$ cat src/rtl/fetch_pkg.sv
// Shared definitions for the RV32I instruction fetch stage.
//   fetch_state_e : fetch FSM states (request outstanding / holding a stalled word)
//   NOP_INSTR     : ADDI x0,x0,0, loaded into IF/ID whenever it carries a bubble
//   PC_STEP       : sequential PC increment in bytes
package fetch_pkg;

  typedef enum logic [0:0] {
    StReq  = 1'b0,
    StHold = 1'b1
  } fetch_state_e;

  localparam logic [31:0] NOP_INSTR = 32'h0000_0013;
  localparam int unsigned PC_STEP   = 4;

endpackage

$ cat src/rtl/pc_next.sv
// Combinational next-PC select for the fetch stage.
//   pc_i        : current fetch PC
//   branch_pc_i : PC of the redirecting instruction in execute
//   imm_i       : sign-extended branch/jump offset
//   redirect_i  : select the branch target instead of the sequential PC
//   next_pc_o   : pc_i + 4, or (branch_pc_i + imm_i) with bit 0 cleared
// All arithmetic wraps modulo 2^AddrWidth; the offset is two's complement.
module pc_next
  import fetch_pkg::*;
#(
  parameter int unsigned AddrWidth = 32
) (
  input  logic [AddrWidth-1:0] pc_i,
  input  logic [AddrWidth-1:0] branch_pc_i,
  input  logic [AddrWidth-1:0] imm_i,
  input  logic                 redirect_i,
  output logic [AddrWidth-1:0] next_pc_o
);

  logic [AddrWidth-1:0] seq_pc;
  logic [AddrWidth-1:0] target;

  always_comb begin
    seq_pc    = pc_i + AddrWidth'(PC_STEP);
    target    = branch_pc_i + imm_i;
    // JALR semantics: the target LSB is always forced to zero.
    target[0] = 1'b0;
    next_pc_o = redirect_i ? target : seq_pc;
  end

endmodule

$ cat src/rtl/fetch_stage.sv
// RV32I instruction fetch stage: PC register, instruction-memory handshake and IF/ID register.
//   clk, rst             : clock and synchronous active-high reset
//   imem_req/imem_addr   : request and address, held stable until imem_ack
//   imem_ack/imem_rdata  : memory response, data valid while imem_ack=1
//   stall                : decode cannot accept a new instruction
//   redirect             : taken branch/jump; target = branch_pc + ImmOp, bit 0 cleared
//   instr/pc_id/valid_id : IF/ID register towards sign_extend and the decoder
// At most one request is outstanding. A redirect while a request is in flight moves the PC
// immediately but keeps the old address on the bus and drops the stale response (discard).
module fetch_stage
  import fetch_pkg::*;
#(
  parameter int unsigned              address_width = 32,
  parameter logic [address_width-1:0] RESET_VECTOR  = '0
) (
  input  logic                     clk,
  input  logic                     rst,
  output logic                     imem_req,
  output logic [address_width-1:0] imem_addr,
  input  logic                     imem_ack,
  input  logic [address_width-1:0] imem_rdata,
  input  logic                     stall,
  input  logic                     redirect,
  input  logic [address_width-1:0] branch_pc,
  input  logic [address_width-1:0] ImmOp,
  output logic [address_width-1:0] instr,
  output logic [address_width-1:0] pc_id,
  output logic                     valid_id
);

  localparam logic [address_width-1:0] Nop = address_width'(NOP_INSTR);

  fetch_state_e             state_q, state_d;
  logic [address_width-1:0] pc_q, pc_d;
  logic [address_width-1:0] req_addr_q, req_addr_d;
  logic                     pend_q, pend_d;
  logic                     discard_q, discard_d;
  logic [address_width-1:0] hold_instr_q, hold_instr_d;
  logic [address_width-1:0] hold_pc_q, hold_pc_d;
  logic [address_width-1:0] instr_q, instr_d;
  logic [address_width-1:0] pc_id_q, pc_id_d;
  logic                     valid_id_q, valid_id_d;
  logic [address_width-1:0] next_pc;
  logic                     ack;

  pc_next #(
    .AddrWidth (address_width)
  ) u_pc_next (
    .pc_i        (pc_q),
    .branch_pc_i (branch_pc),
    .imm_i       (ImmOp),
    .redirect_i  (redirect),
    .next_pc_o   (next_pc)
  );

  // The first cycle of a request drives pc directly so a zero-latency memory can ack at once;
  // from the second cycle on the latched address is used, which survives a redirect of pc.
  assign imem_req  = (state_q == StReq) && !rst;
  assign imem_addr = pend_q ? req_addr_q : pc_q;
  assign ack       = imem_req && imem_ack;

  always_comb begin
    state_d      = state_q;
    pc_d         = pc_q;
    req_addr_d   = req_addr_q;
    pend_d       = pend_q;
    discard_d    = discard_q;
    hold_instr_d = hold_instr_q;
    hold_pc_d    = hold_pc_q;
    instr_d      = instr_q;
    pc_id_d      = pc_id_q;
    valid_id_d   = valid_id_q;

    unique case (state_q)
      StReq: begin
        if (ack) begin
          pend_d = 1'b0;
          if (redirect) begin
            pc_d      = next_pc;
            discard_d = 1'b0;
          end else if (discard_q) begin
            // Stale response for an address abandoned by an earlier redirect.
            discard_d = 1'b0;
          end else if (stall) begin
            hold_instr_d = imem_rdata;
            hold_pc_d    = pc_q;
            pc_d         = next_pc;
            state_d      = StHold;
          end else begin
            instr_d    = imem_rdata;
            pc_id_d    = pc_q;
            valid_id_d = 1'b1;
            pc_d       = next_pc;
          end
        end else begin
          pend_d     = 1'b1;
          req_addr_d = imem_addr;
          if (redirect) begin
            pc_d      = next_pc;
            discard_d = 1'b1;
          end
        end
      end
      StHold: begin
        if (redirect) begin
          pc_d    = next_pc;
          state_d = StReq;
        end else if (!stall) begin
          instr_d    = hold_instr_q;
          pc_id_d    = hold_pc_q;
          valid_id_d = 1'b1;
          state_d    = StReq;
        end
      end
      default: state_d = StReq;
    endcase

    // Redirect beats stall: IF/ID always becomes a bubble.
    if (redirect) begin
      instr_d    = Nop;
      valid_id_d = 1'b0;
    end
  end

  always_ff @(posedge clk) begin
    if (rst) begin
      state_q      <= StReq;
      pc_q         <= RESET_VECTOR;
      req_addr_q   <= RESET_VECTOR;
      pend_q       <= 1'b0;
      discard_q    <= 1'b0;
      hold_instr_q <= Nop;
      hold_pc_q    <= '0;
      instr_q      <= Nop;
      pc_id_q      <= '0;
      valid_id_q   <= 1'b0;
    end else begin
      state_q      <= state_d;
      pc_q         <= pc_d;
      req_addr_q   <= req_addr_d;
      pend_q       <= pend_d;
      discard_q    <= discard_d;
      hold_instr_q <= hold_instr_d;
      hold_pc_q    <= hold_pc_d;
      instr_q      <= instr_d;
      pc_id_q      <= pc_id_d;
      valid_id_q   <= valid_id_d;
    end
  end

  assign instr    = instr_q;
  assign pc_id    = pc_id_q;
  assign valid_id = valid_id_q;

endmodule

$ cat config.mk
export PLATFORM = sky130hd
export DESIGN_NAME = fetch_stage
export DESIGN_NICKNAME = d
export VERILOG_FILES = /design/src/rtl/fetch_pkg.sv /design/src/rtl/pc_next.sv /design/src/rtl/fetch_stage.sv
export SDC_FILE = /design/constraint.sdc
export NUM_CORES = 1
export LEC_CHECK = 0
export CAP_MARGIN = 20
export CORE_ASPECT_RATIO = 1.25
export CORE_UTILIZATION = 30
export DETAILED_ROUTE_END_ITERATION = 12
export RECOVER_POWER = 50
export SETUP_SLACK_MARGIN = 0.3
export SLEW_MARGIN = 10
export SYNTH_ARGS = -nofsm -noshare
export SYNTH_HDL_FRONTEND = slang
export SYNTH_HIERARCHICAL = 1
export SYNTH_SLANG_ARGS = --single-unit
$ cat constraint.sdc
create_clock -name clk -period 3.7 [get_ports clk]
set_input_delay 0.74 -clock clk [delete_from_list [all_inputs] [get_ports clk]]
set_output_delay 0.74 -clock clk [all_outputs]
set_load 0.05 [all_outputs]
==> results.sh <==
export IMPL_utilization=0.3800
export IMPL_layout_min_cycle_time_ns=3.237
export IMPL_synth_cell_type_count=70
export IMPL_cts_setup_buffers=0
export IMPL_route_vias_total=11540
export IMPL_htree_levels=4
export IMPL_clk_latency_ns=0.46
export IMPL_gp_congestion=0.8954
export IMPL_p_per_area_nw_per_um2=380.6
export IMPL_slew_violations=106
export IMPL_fill_cells=3869
export IMPL_final_cells=2028
export IMPL_grt_ovfl_total=0
export IMPL_synth_edff_count=0
export IMPL_via_per_inst=5.689
export IMPL_cts_root_buf="clkbuf_16"
export IMPL_met2_usage=0.3034
export IMPL_drive_above_1_share=0.1003
export IMPL_drtIter0Drc=1006
export IMPL_path_class="flop to flop"
export IMPL_fin_crit_sh=0.8749
export IMPL_antenna_found_initial=0
export IMPL_dr_pass1_iters=7
export IMPL_synth_area_per_cell_um2=8.174
export IMPL_maxCapViolCount=2
export IMPL_ant_nets=0
export IMPL_finalSetupViolCount=0
export IMPL_final_common_cell="dfxtp_1"
export IMPL_layout_nets=1656
export IMPL_hpwl_um=24320
export IMPL_ys_seq_elements=196
export IMPL_fin_setup_tns_ns=0
export IMPL_cp_end_kind="flop"
export IMPL_grt_max_degree=97
export IMPL_finalInstanceArea_um2=14490
export IMPL_worst_path_max_fanout=38
export IMPL_synthArstFlopShare=0
export IMPL_relSlewSlack=-0.3096
export IMPL_synth_net_count=1553
export IMPL_placed_area_um2=13910
export IMPL_start_util=0.3044
export IMPL_crit_required_ns=4.10
export IMPL_max_freq_mhz=308.9
export IMPL_tritoncts="built"
export IMPL_top_usage_layer="met2"
export IMPL_grt_pass1_wl_um=60160
export IMPL_netlist_area_um2=11610
export IMPL_post_cts_resized=0
export IMPL_numCtsBuffers=17
export IMPL_outcome="finished with violations"
export IMPL_ios=199
export IMPL_rsz0062_at_grt="no"
export IMPL_holdBufCountCts=0
export IMPL_fin_skew_ns=0.01015
export IMPL_met3_usage=0.04321
export IMPL_cts_reportedPaths_clkPinSlew_ns=0.08
export IMPL_dp_cells=1996
export IMPL_ys_seq_area_frac=0.3380
export IMPL_final_cell_mix="dfxtp_1, a21oi_1, nand3_1"
export IMPL_hp_class="flop to flop"
export IMPL_ir_worst_vdd_uv=311.1
export IMPL_ys_warn_count=6
export IMPL_rows=80
export IMPL_wirelength_um=38740
export IMPL_synth_ff_type="dfxtp_1"
export IMPL_wl_per_cell_um=19.10
export IMPL_grt_util_met1=0.2489
export IMPL_synth_cells=1420
export IMPL_critPathArrivalTime_ns=3.63
export IMPL_cp_start_kind="flop"
export IMPL_rrSetupSlack_ns=0.46
export IMPL_die_y_um=221.9
export IMPL_grt_usage=0.1909
export IMPL_core_um2=38140
export IMPL_die_width_um=177.9
export IMPL_cts_buffer_depth=2
export IMPL_grt_pass1_vias=10910
export IMPL_die_area_um2=39490
export IMPL_area_growth_pct=24.86
export IMPL_cts_sinks=196
export IMPL_antennaDiodeCount=0
export IMPL_port_buffer_count=198
export IMPL_hold_viol=0
export IMPL_drc=0
export IMPL_violations="capacitance limit, slew limit"
export IMPL_tightest_slew_ns=1.962
export IMPL_power_leakage_nw=5.074
-- final cells by class --
cell class              count  area (um2)  share of cell area
clock inverters            13       138.9            0.009583
multi-input cells        1069        7063              0.4874
inverters                  14       52.55            0.003626
clock buffers              19       452.9             0.03125
well taps                 492       615.6             0.04248
repair buffers            225        2242              0.1547
flip-flops and latches    196        3928              0.2710
-- per-stage QoR --
stage	power (mW)	worst slack [ns]	hold slack, ns
global route	5.760	0.3041	0.4838
CTS	5.556	0.5298	0.4583
global placement	3.625	0.1648	0.4355
detailed placement	3.640	0.1626	0.4433
floorplan	3.186	0.8870	0.4274
finish	5.515	0.4630	0.4459
-- registers in the layout, summed over array words and instances, names as in the netlist --
signal	cells
hold_instr_q	32
hold_pc_q	32
instr	32
pc_id	32
pc_q	32
req_addr_q	32
discard_q	1
pend_q	1
state_q	1
valid_id	1
-- kinds of logic (layout without fill, tap and decap cells) --
logic type | after synthesis | in the layout | synth area share
AND/OR/NAND/NOR | 405 | 405 | 0.1832
AO/OA/AOI/OAI | 509 | 509 | 0.2825
multiplexers | 72 | 72 | 0.06586
buffers and inverters | 155 | 271 | 0.05670
adder cells (fa/ha/maj) | 32 | 32 | 0.03514
XOR/XNOR | 51 | 51 | 0.03848
flip-flops | 196 | 196 | 0.3380
-- cells in the mapped netlist, drive strengths merged, types with 37 or more instances --
| cell type | n | area (um2) |
|---|---|---|
| a21oi | 180 | 900.9 |
| a31oi | 69 | 431.7 |
| buf | 38 | 219.0 |
| clkbuf | 103 | 386.6 |
| dfxtp | 196 | 3924 |
| mux2i | 37 | 370.4 |
| nand2 | 40 | 160.2 |
| nand3 | 179 | 895.9 |
| nor2 | 49 | 183.9 |
| nor3 | 76 | 405.4 |
| o21a | 37 | 277.8 |
| o21ai | 114 | 574.3 |
-- worst max-delay path, stage by stage, from the launching register on --
cell	delay, ns
dfxtp_4	0.53
inv_1	1.48
a21o_1	0.66
buf_16	0.23
a31o_1	0.16
-- power breakdown --
part           internal [mW]  total [mW]  switching, mW
registers               2.19        2.30          0.111
clock network          0.987        1.91          0.928
logic                  0.496        1.30          0.800
total                   3.68        5.52           1.84
-- metal layers --
| metal | wire length [um] | vias up | part of all wire |
|---|---|---|---|
| met5 | 0 | - | 0 |
| met4 | 963 | 0 | 0.025 |
| met3 | 2897 | 52 | 0.075 |
| met2 | 17880 | 426 | 0.46 |
| met1 | 17000 | 5546 | 0.44 |
| li1 | - | 5513 | - |
-- worst paths after layout --
| check | from | to | cells past startpoint |
|---|---|---|---|
| hold / removal | valid_id | valid_id | 2 |
| setup / recovery | state_q | instr[28] | 4 |
| hold reg to reg | valid_id | valid_id | 2 |
| setup reg to reg | state_q | instr[28] | 4 |
Note: power is estimated with default switching activity, not from simulation.
